### src/rtl/alu_seq_pkg.sv
// Shared types and ALU select encodings for the multi-byte ALU sequencer.
// Both the sequencer and its opcode encoder import this package.
package alu_seq_pkg;

    typedef enum logic [2:0] {
        OP_ADD = 3'd0,
        OP_SUB = 3'd1,
        OP_AND = 3'd2,
        OP_OR  = 3'd3,
        OP_NOT = 3'd4
    } op_t;

    // ALU_X bits: bit0 NOT select, bit1 logic unit, bit2 sub/or, bit3 unused.
    localparam logic [3:0] X_ADD = 4'b0000;
    localparam logic [3:0] X_SUB = 4'b0100;
    localparam logic [3:0] X_AND = 4'b0010;
    localparam logic [3:0] X_OR  = 4'b0110;
    localparam logic [3:0] X_NOT = 4'b0001;

    typedef enum logic [1:0] {
        IDLE = 2'd0,
        RUN  = 2'd1,
        FIN  = 2'd2
    } state_t;

endpackage

### src/rtl/alu_op_encode.sv
// Maps a requester opcode to the ALU select code, a legality flag and
// whether the operation chains carry/borrow between byte slices.
module alu_op_encode
    import alu_seq_pkg::*;
(
    input  logic [2:0] op_i,
    output logic [3:0] alu_x_o,
    output logic       legal_o,
    output logic       uses_carry_o
);

    always_comb begin
        alu_x_o      = X_ADD;
        legal_o      = 1'b0;
        uses_carry_o = 1'b0;
        case (op_i)
            OP_ADD: begin
                alu_x_o      = X_ADD;
                legal_o      = 1'b1;
                uses_carry_o = 1'b1;
            end
            OP_SUB: begin
                alu_x_o      = X_SUB;
                legal_o      = 1'b1;
                uses_carry_o = 1'b1;
            end
            OP_AND: begin
                alu_x_o = X_AND;
                legal_o = 1'b1;
            end
            OP_OR: begin
                alu_x_o = X_OR;
                legal_o = 1'b1;
            end
            OP_NOT: begin
                alu_x_o = X_NOT;
                legal_o = 1'b1;
            end
            default: begin
                alu_x_o      = X_ADD;
                legal_o      = 1'b0;
                uses_carry_o = 1'b0;
            end
        endcase
    end

endmodule

### src/rtl/alu_byte_sequencer.sv
// Issues one NBYTES-wide operation to an 8-bit combinational ALU, one byte
// slice per clock LSB first, chaining carry/borrow and assembling RESULT.
//
// Handshake: START is sampled on a rising edge only while BUSY is low (IDLE or
// FIN); an accepted legal START gives BUSY for NBYTES cycles followed by a
// one-cycle DONE, an illegal OP gives DONE with ERR on the next cycle.
module alu_byte_sequencer
    import alu_seq_pkg::*;
#(
    parameter int NBYTES = 4
) (
    input  logic                  CLK,
    input  logic                  RST_N,
    input  logic                  START,
    input  logic [2:0]            OP,
    input  logic                  CIN,
    input  logic [8*NBYTES-1:0]   OPA,
    input  logic [8*NBYTES-1:0]   OPB,
    output logic                  BUSY,
    output logic                  DONE,
    output logic [8*NBYTES-1:0]   RESULT,
    output logic                  CARRY_OUT,
    output logic                  ERR,
    output logic [7:0]            ALU_A,
    output logic [7:0]            ALU_B,
    output logic [3:0]            ALU_X,
    output logic                  ALU_CIN,
    input  logic [7:0]            ALU_S,
    input  logic                  ALU_COUT,
    output logic [1:0]            DBG_STATE
);

    localparam int IDXW = (NBYTES > 1) ? $clog2(NBYTES) : 1;
    localparam logic [IDXW-1:0] IDX_LAST = IDXW'(NBYTES - 1);

    state_t                state_q;
    logic [IDXW-1:0]       idx_q;
    logic [8*NBYTES-1:0]   a_q;
    logic [8*NBYTES-1:0]   b_q;
    logic [3:0]            x_q;
    logic                  carry_en_q;
    logic                  carry_q;
    logic [8*NBYTES-1:0]   result_q;
    logic                  carry_out_q;
    logic                  err_q;
    logic                  done_q;

    logic [3:0]            enc_x;
    logic                  enc_legal;
    logic                  enc_uses_carry;
    logic [IDXW+2:0]       bit_base;
    logic                  running;

    alu_op_encode u_enc (
        .op_i         (OP),
        .alu_x_o      (enc_x),
        .legal_o      (enc_legal),
        .uses_carry_o (enc_uses_carry)
    );

    assign bit_base = {idx_q, 3'b000};
    assign running  = (state_q == RUN);

    // ALU drive is combinational from registered state so the whole slice
    // round trip completes in the same cycle; outside RUN everything is 0.
    assign ALU_A   = running ? a_q[bit_base +: 8] : 8'h00;
    assign ALU_B   = running ? b_q[bit_base +: 8] : 8'h00;
    assign ALU_X   = running ? x_q : X_ADD;
    assign ALU_CIN = running & carry_en_q & carry_q;

    assign BUSY      = running;
    assign DONE      = done_q;
    assign RESULT    = result_q;
    assign CARRY_OUT = carry_out_q;
    assign ERR       = err_q;
    assign DBG_STATE = state_q;

    always_ff @(posedge CLK or negedge RST_N) begin
        if (!RST_N) begin
            state_q     <= IDLE;
            idx_q       <= '0;
            a_q         <= '0;
            b_q         <= '0;
            x_q         <= X_ADD;
            carry_en_q  <= 1'b0;
            carry_q     <= 1'b0;
            result_q    <= '0;
            carry_out_q <= 1'b0;
            err_q       <= 1'b0;
            done_q      <= 1'b0;
        end else begin
            done_q <= 1'b0;
            case (state_q)
                IDLE, FIN: begin
                    if (START && enc_legal) begin
                        a_q         <= OPA;
                        b_q         <= OPB;
                        x_q         <= enc_x;
                        carry_en_q  <= enc_uses_carry;
                        // The initial carry/borrow seeds the chain register so
                        // slice 0 reads it like every later slice.
                        carry_q     <= CIN & enc_uses_carry;
                        idx_q       <= '0;
                        result_q    <= '0;
                        carry_out_q <= 1'b0;
                        err_q       <= 1'b0;
                        state_q     <= RUN;
                    end else if (START) begin
                        result_q    <= '0;
                        carry_out_q <= 1'b0;
                        err_q       <= 1'b1;
                        done_q      <= 1'b1;
                        state_q     <= FIN;
                    end else begin
                        state_q <= IDLE;
                    end
                end
                RUN: begin
                    result_q[bit_base +: 8] <= ALU_S;
                    carry_q                 <= ALU_COUT;
                    if (idx_q == IDX_LAST) begin
                        idx_q       <= '0;
                        carry_out_q <= carry_en_q & ALU_COUT;
                        done_q      <= 1'b1;
                        state_q     <= FIN;
                    end else begin
                        idx_q <= idx_q + 1'b1;
                    end
                end
                default: begin
                    state_q <= IDLE;
                end
            endcase
        end
    end

endmodule

### config.mk
export PLATFORM = sky130hd
export DESIGN_NAME = alu_byte_sequencer
export DESIGN_NICKNAME = d
export VERILOG_FILES = /design/src/rtl/alu_seq_pkg.sv /design/src/rtl/alu_op_encode.sv /design/src/rtl/alu_byte_sequencer.sv
export SDC_FILE = /design/constraint.sdc
export NUM_CORES = 1
export LEC_CHECK = 0
export CAP_MARGIN = 10
export CELL_PAD_IN_SITES_DETAIL_PLACEMENT = 1
export CELL_PAD_IN_SITES_GLOBAL_PLACEMENT = 1
export CORE_ASPECT_RATIO = 1.75
export CORE_UTILIZATION = 34
export CTS_CLUSTER_SIZE = 30
export DETAILED_ROUTE_END_ITERATION = 7
export PLACE_DENSITY = 0.79
export SETUP_SLACK_MARGIN = 0.4
export SYNTH_ARGS = -nofsm -noshare
export SYNTH_HDL_FRONTEND = slang
export SYNTH_SLANG_ARGS = --single-unit
### constraint.sdc
create_clock -name CLK -period 3.16 [get_ports CLK]
set_input_delay 0.632 -clock CLK [delete_from_list [all_inputs] [get_ports CLK]]
set_output_delay 0.632 -clock CLK [all_outputs]
set_load 0.1 [all_outputs]
==> impl_metrics.json, run 1 <==
{
  "synth_cells": 312,
  "grt_pass1_wl_um": 19820,
  "core_area_um2": 13520,
  "cp_data_arrival_time_ps": 1940,
  "slowest_delay_ps": 560,
  "cp_data_required_time_ps": 2530,
  "finalCritPeriodShare_pct": 81.28,
  "drive_above_1_share_pct": 41.27,
  "synthToLayoutAreaGrowth_pct": 42.89,
  "tritoncts": "yes",
  "synth.distinct_cells": 32,
  "ys_warn_count": 0,
  "slew_viol_final": 0,
  "peakVddDrop_v": 0.0006576,
  "cts_setup_buffers": 0,
  "cts_root_buf": "clkbuf_16",
  "insertion_delay_ps": 350,
  "insertedDiodeCount": 0,
  "drt_wl_total_um": 12370,
  "slew_headroom_pct": 42.46,
  "post_dp_cell_area_um2": 6497,
  "worst-path-stages": 4,
  "dieArea_um2": 14520,
  "finalHoldViolCount": 0,
  "grt_use_met1_pct": 19.94,
  "io_buffers": 137,
  "clock.fmax_mhz": 389.3,
  "synth_edf_count": 0,
  "ys_async_sr_fraction_pct": 100.0,
  "critical_path.cell_chain": "buf_6 -> mux4_2 -> and2_2 -> buf_12",
  "clock_path_buffers": 2,
  "grt_max_degree": 64,
  "grt_use_met2_pct": 34.84,
  "crit_slowest_cell": "mux4_2",
  "synth_xor_area_share_pct": 0,
  "synth.area.mux_share_pct": 24.79,
  "min_path_type": "input pin to async pin",
  "io_pins": 139,
  "dr.pass1.iters": 4,
  "dieWidth_um": 91.53,
  "initial_utilization_pct": 35.27,
  "rr_startpoint": "idx_q[0]$_DFFE_PN0P_",
  "status": "completed",
  "synth_seq_cells": 108,
  "utilization_pct": 50.40,
  "synth_top_family_by_area": "multiplexers",
  "vias": 3169,
  "yosys.area_share.simple_pct": 5.666,
  "layout_common_cells": "106 x dfrtp_1, 78 x clkdlybuf4s50_1, 45 x buf_4",
  "drtIter0Drc": 58,
  "top_usage_layer": "met2",
  "rsz0062_at_grt": "no",
  "hpwlAfterDp_um": 9311,
  "crit_buf_inv": 2,
  "cts.sinks": 108,
  "htreeDepth": 3,
  "drt-wirelength-per-cell_um": 19.57,
  "synth_ff_type": "dfrtp_1",
  "startpoint": "idx_q[0]$_DFFE_PN0P_",
  "path_max_fanout": 24,
  "drc": 0,
  "syn_nets": 398,
  "antenna_left": 0,
  "cts_made_buffers": 9,
  "netlist_area_um2": 4770,
  "setup_tns_ps": 0,
  "rows": 56,
  "worstMarginPinSlew_ps": 863.2,
  "finalNetCount": 539,
  "grtUsageMet3_pct": 3.534,
  "grt_pass1_vias": 3619,
  "synth_fa_ha_area_share_pct": 1.574,
  "antenna_found_initial": 0,
  "r2r_cells": 7,
  "power_density_nw_per_um2": 1231,
  "crit_type": "flop to output port",
  "ys_seq_area_share_pct": 56.66,
  "cts_resized": 0,
  "finish.instance_area_um2": 6815,
  "end_kind": "output port",
  "p_leak_nw": 3.010,
  "finalHoldWorstSlack_ps": 306.6,
  "vias_per_cell": 5.014,
  "crit_family": "multiplexers",
  "track_usage_pct": 18.23,
  "finalClockSkew_ps": 13.33,
  "finalSetupViolCount": 0,
  "syn_avg_cell_area_um2": 15.29,
  "clkTransAtPathRegs_ps": 70,
  "period_needed_ps": 2568,
  "synth-compound-area-share_pct": 8.237,
  "die_y_um": 158.7,
  "routabilityCongestion": 0.7238,
  "maxCapViolCount": 0,
  "postCtsHoldBufs": 0,
  "gr-total-overflow": 0,
  "start_kind": "flop",
  "mostFrequentLayoutCell": "dfrtp_1",
  "nFillCells": 1322
}
-- cells in the mapped netlist (2+ instances only) --
library cell / count / area [um2]
a22o_1: 32 / 280.3
nand2_1: 6 / 22.52
mux2_4: 27 / 405.4
clkbuf_1: 3 / 11.26
nor3_1: 3 / 15.01
o31ai_1: 2 / 15.01
ha_1: 6 / 75.07
and2_1: 19 / 118.9
mux2_2: 37 / 416.7
a2bb2oi_1: 2 / 17.52
a21oi_1: 6 / 30.03
mux4_2: 16 / 360.4
inv_1: 3 / 11.26
buf_2: 6 / 30.03
dfrtp_1: 108 / 2703
o21ai_0: 6 / 30.03
buf_4: 3 / 22.52
buf_6: 6 / 67.56
nor2_1: 4 / 15.01
nand3b_1: 4 / 30.03
nand2b_1: 2 / 12.51
-- stage by stage --
step	power (mW)	instances	worst slack (ps)
final	8.391	632	591.6
after CTS	8.489	632	449.9
after detailed placement	7.303	616	517.0
after global routing	8.766	632	496.4
after floorplan	5.773	312	527.4
after global placement	7.177	616	576.1
-- per-layer routing --
metal | vias to the layer above | share of wire [%]
met1 | 1650 | 37
li1 | 1423 | -
met5 | - | 0
met4 | 0 | 1.6
met2 | 83 | 58
met3 | 13 | 3.4
-- registers in the layout, summed over array words and instances, names as in the netlist --
name,cells
ERR,1
carry_en_q,1
idx_q,2
carry_q,1
a_q,32
CARRY_OUT,1
DBG_STATE,2
b_q,32
x_q,3
DONE,1
RESULT,32
-- worst register-to-register path, cell delays in order (launching register included) --
cell and delay (ps):
dfrtp_1 340, buf_6 300, inv_1 180, ha_1 400, nand3b_1 90, nor3_1 560, buf_4 250, a22o_1 140
-- worst paths after layout --
kind | slack (ps) | end
worst max register to register | 850 | RESULT[11]$_DFFE_PN0P_
worst max-delay path | 590 | ALU_A[4]
worst min register to register | 510 | RESULT[9]$_DFFE_PN0P_
max in group asynchronous | 2070 | b_q[5]$_DFFE_PN0P_
worst min-delay path | 310 | b_q[18]$_DFFE_PN0P_
min in group CLK | 510 | RESULT[9]$_DFFE_PN0P_
-- power by group --
part / leakage (nW) / total [mW] / internal, mW / switching, mW
logic: 1.52 / 4.94 / 1.96 / 2.97
clock network: 0.145 / 1.15 / 0.626 / 0.528
registers: 1.34 / 2.30 / 1.95 / 0.349
total: 3.01 / 8.39 / 4.54 / 3.85
-- kinds of logic (layout without fill, tap and decap cells) --
group	count (synthesis)	count (layout)
and+or+nand+nor	45	45
buffers and inverters	21	167
other	1	1
AOI/OAI and AO/OA	51	51
muxes	80	80
adders and majority gates	6	6
DFF	108	108
-- final cells by class --
type                    instances  area (um2)  area share, %
inverters                       3       11.26         0.1652
flip-flops and latches        108        2705          39.69
clock inverters                 7       83.83          1.230
clock buffers                   9       225.2          3.305
multi-input cells             183        1962          28.79
well taps                     174       217.7          3.194
repair buffers                148        1610          23.63
Note: power is estimated with default switching activity, not from simulation.
==> run 2, diff against run 1 <==
==> constraint.sdc (replaced) <==
create_clock -name CLK -period 2.5 [get_ports CLK]
set_input_delay 0.5 -clock CLK [delete_from_list [all_inputs] [get_ports CLK]]
set_output_delay 0.5 -clock CLK [all_outputs]
set_load 0.1 [all_outputs]
==> run 2 against run 1 <==
Via count increased by 0.92%. First-iteration DRC count is 72% higher. Hold slack worse by 170 ps. Sequential power is 26% higher. Utilization is 1.7 points higher. Combinational power up 35%. Critical path type unchanged. Critical endpoint is now ALU_B[5].
==> impl_metrics.json, run 2 (synthesis results as in run 1) <==
{
  "status": "completed",
  "utilization_pct": 52.05,
  "cp_data_required_time_ps": 2000,
  "dp_cells": 620,
  "drt_wl_total_um": 12660,
  "postCtsHoldBufs": 0,
  "slew_viol_final": 0,
  "end_kind": "output port",
  "startpoint": "idx_q[0]$_DFFE_PN0P_",
  "drive_above_1_share_pct": 44.92,
  "p_leak_nw": 3.118,
  "htreeDepth": 3,
  "insertion_delay_ps": 350,
  "clock_path_buffers": 2,
  "finalHoldWorstSlack_ps": 139.4,
  "multi_input_area_um2": 2019,
  "finalNetCount": 553,
  "cp_data_arrival_time_ps": 1790,
  "grt_pass1_wl_um": 19820,
  "mostFrequentLayoutCell": "dfrtp_1",
  "tritoncts": "yes",
  "crit_type": "flop to output port",
  "vias": 3198,
  "die_y_um": 158.7,
  "drc": 0,
  "core_area_um2": 13520,
  "min_path_type": "input pin to async pin",
  "r2r_slack_ps": 500,
  "io_buffers": 137,
  "dieArea_um2": 14520,
  "grt_pass1_vias": 3584,
  "instances_no_fill": 646,
  "finalSetupViolCount": 0,
  "post_dp_cell_area_um2": 6584,
  "synthToLayoutAreaGrowth_pct": 47.59,
  "cts_root_buf": "clkbuf_16",
  "io_pins": 139,
  "power_density_nw_per_um2": 1565,
  "period_needed_ps": 2290,
  "layout_common_cells": "105 x dfrtp_1, 78 x clkdlybuf4s50_1, 55 x buf_4",
  "antenna_found_initial": 0,
  "peakVddDrop_v": 0.0007692,
  "initial_utilization_pct": 35.27,
  "antenna_left": 0,
  "finalCritPeriodShare_pct": 91.60,
  "seq_area_um2": 2709,
  "cts.sinks": 108,
  "setup_tns_ps": 0,
  "endpoint": "ALU_B[5]",
  "rows": 56,
  "dr.pass1.iters": 4,
  "r2r_end": "RESULT[22]$_DFFE_PN0P_",
  "start_kind": "flop",
  "rr_startpoint": "idx_q[0]$_DFFE_PN0P_",
  "finalClockSkew_ps": 8.660,
  "cts_made_buffers": 9,
  "gr-total-overflow": 0,
  "track_usage_pct": 18.29,
  "drt-wirelength-per-cell_um": 19.59,
  "nFillCells": 1318,
  "rsz0062_at_grt": "yes",
  "routabilityCongestion": 0.7647,
  "insertedDiodeCount": 0,
  "hpwlAfterDp_um": 9108,
  "maxCapViolCount": 0,
  "dieWidth_um": 91.53,
  "slew_headroom_pct": 60.11,
  "clock.fmax_mhz": 436.7,
  "drtIter0Drc": 100,
  "worstMarginPinSlew_ps": 598.4,
  "path_max_fanout": 12,
  "clkTransAtPathRegs_ps": 70,
  "vias_per_cell": 4.950,
  "finalHoldViolCount": 0,
  "grt_max_degree": 44,
  "finish.instance_area_um2": 7039,
  "r2r_cells": 7
}
## run 2: cell count changes in the layout (fill, tap and decap cells not counted), moves of 2 or more
cell	before	now
inv_1	3	1
nor3_1	2	0
and2_4	9	19
and2_2	10	1
buf_12	24	26
buf_4	45	55
nor3_4	0	3
inv_6	2	5
## run 2: worst min-delay path by stage
stage	start	to	slack, ps	depth (start not counted)
final	RST_N	b_q[21]$_DFFE_PN0P_	140	1
after global routing	RST_N	b_q[21]$_DFFE_PN0P_	170	1
after CTS	RST_N	b_q[21]$_DFFE_PN0P_	160	1
after detailed placement	ERR$_DFFE_PN0P_	ERR$_DFFE_PN0P_	480	2
after global placement	ERR$_DFFE_PN0P_	ERR$_DFFE_PN0P_	470	2
after floorplan	RST_N	CARRY_OUT$_DFFE_PN0P_	200	0
## run 2: layout make-up
cell class	count	area share, %
Timing Repair Buffer	160	24.71
Clock buffer	10	3.395
Timing Repair inverter	2	0.2488
Multi-Input combinational cell	183	28.69
Clock inverter	6	0.9954
Sequential cell	108	38.48
Inverter	3	0.3910
Tap cell	174	3.093
## run 2: report_power, final
part / leakage, nW / internal [mW] / switching [mW] / total [mW]
registers: 1.34 / 2.47 / 0.416 / 2.89
logic: 1.62 / 2.73 / 3.92 / 6.65
clock network: 0.154 / 0.816 / 0.661 / 1.48
## run 2: stage by stage
stage               total power [mW]  setup WS, ps
global route                   11.50         146.3
finish                         11.01         209.9
floorplan                      7.487         331.2
CTS                            10.99         168.1
global placement               9.240         266.3
detailed placement             9.387         194.0
## run 2: per-layer routing
layer | wire (um) | global-route usage, % | vias to the layer above
met1 | 4531 | 19.54 | 1630
met3 | 393 | 2.245 | 22
li1 | - | - | 1458
met4 | 334 | 8.163 | 0
met2 | 7398 | 35.48 | 88
met5 | 0 | 0 | -
## run 2: worst max-delay path, stage by stage, from the launching register on
cell	delay [ps]
dfrtp_2	410
buf_12	180
mux4_2	520
and2_4	160
buf_12	160
## run 2: timing repair
| action | CTS | global route |
|---|---|---|
| setup buffers | 2 | 5 |
| hold endpoints to repair | 0 | 0 |
| gates cloned | 1 | 2 |
| setup endpoints to repair | 27 | 36 |
| resized for setup | 5 | 5 |
| pin swaps | 0 | 2 |
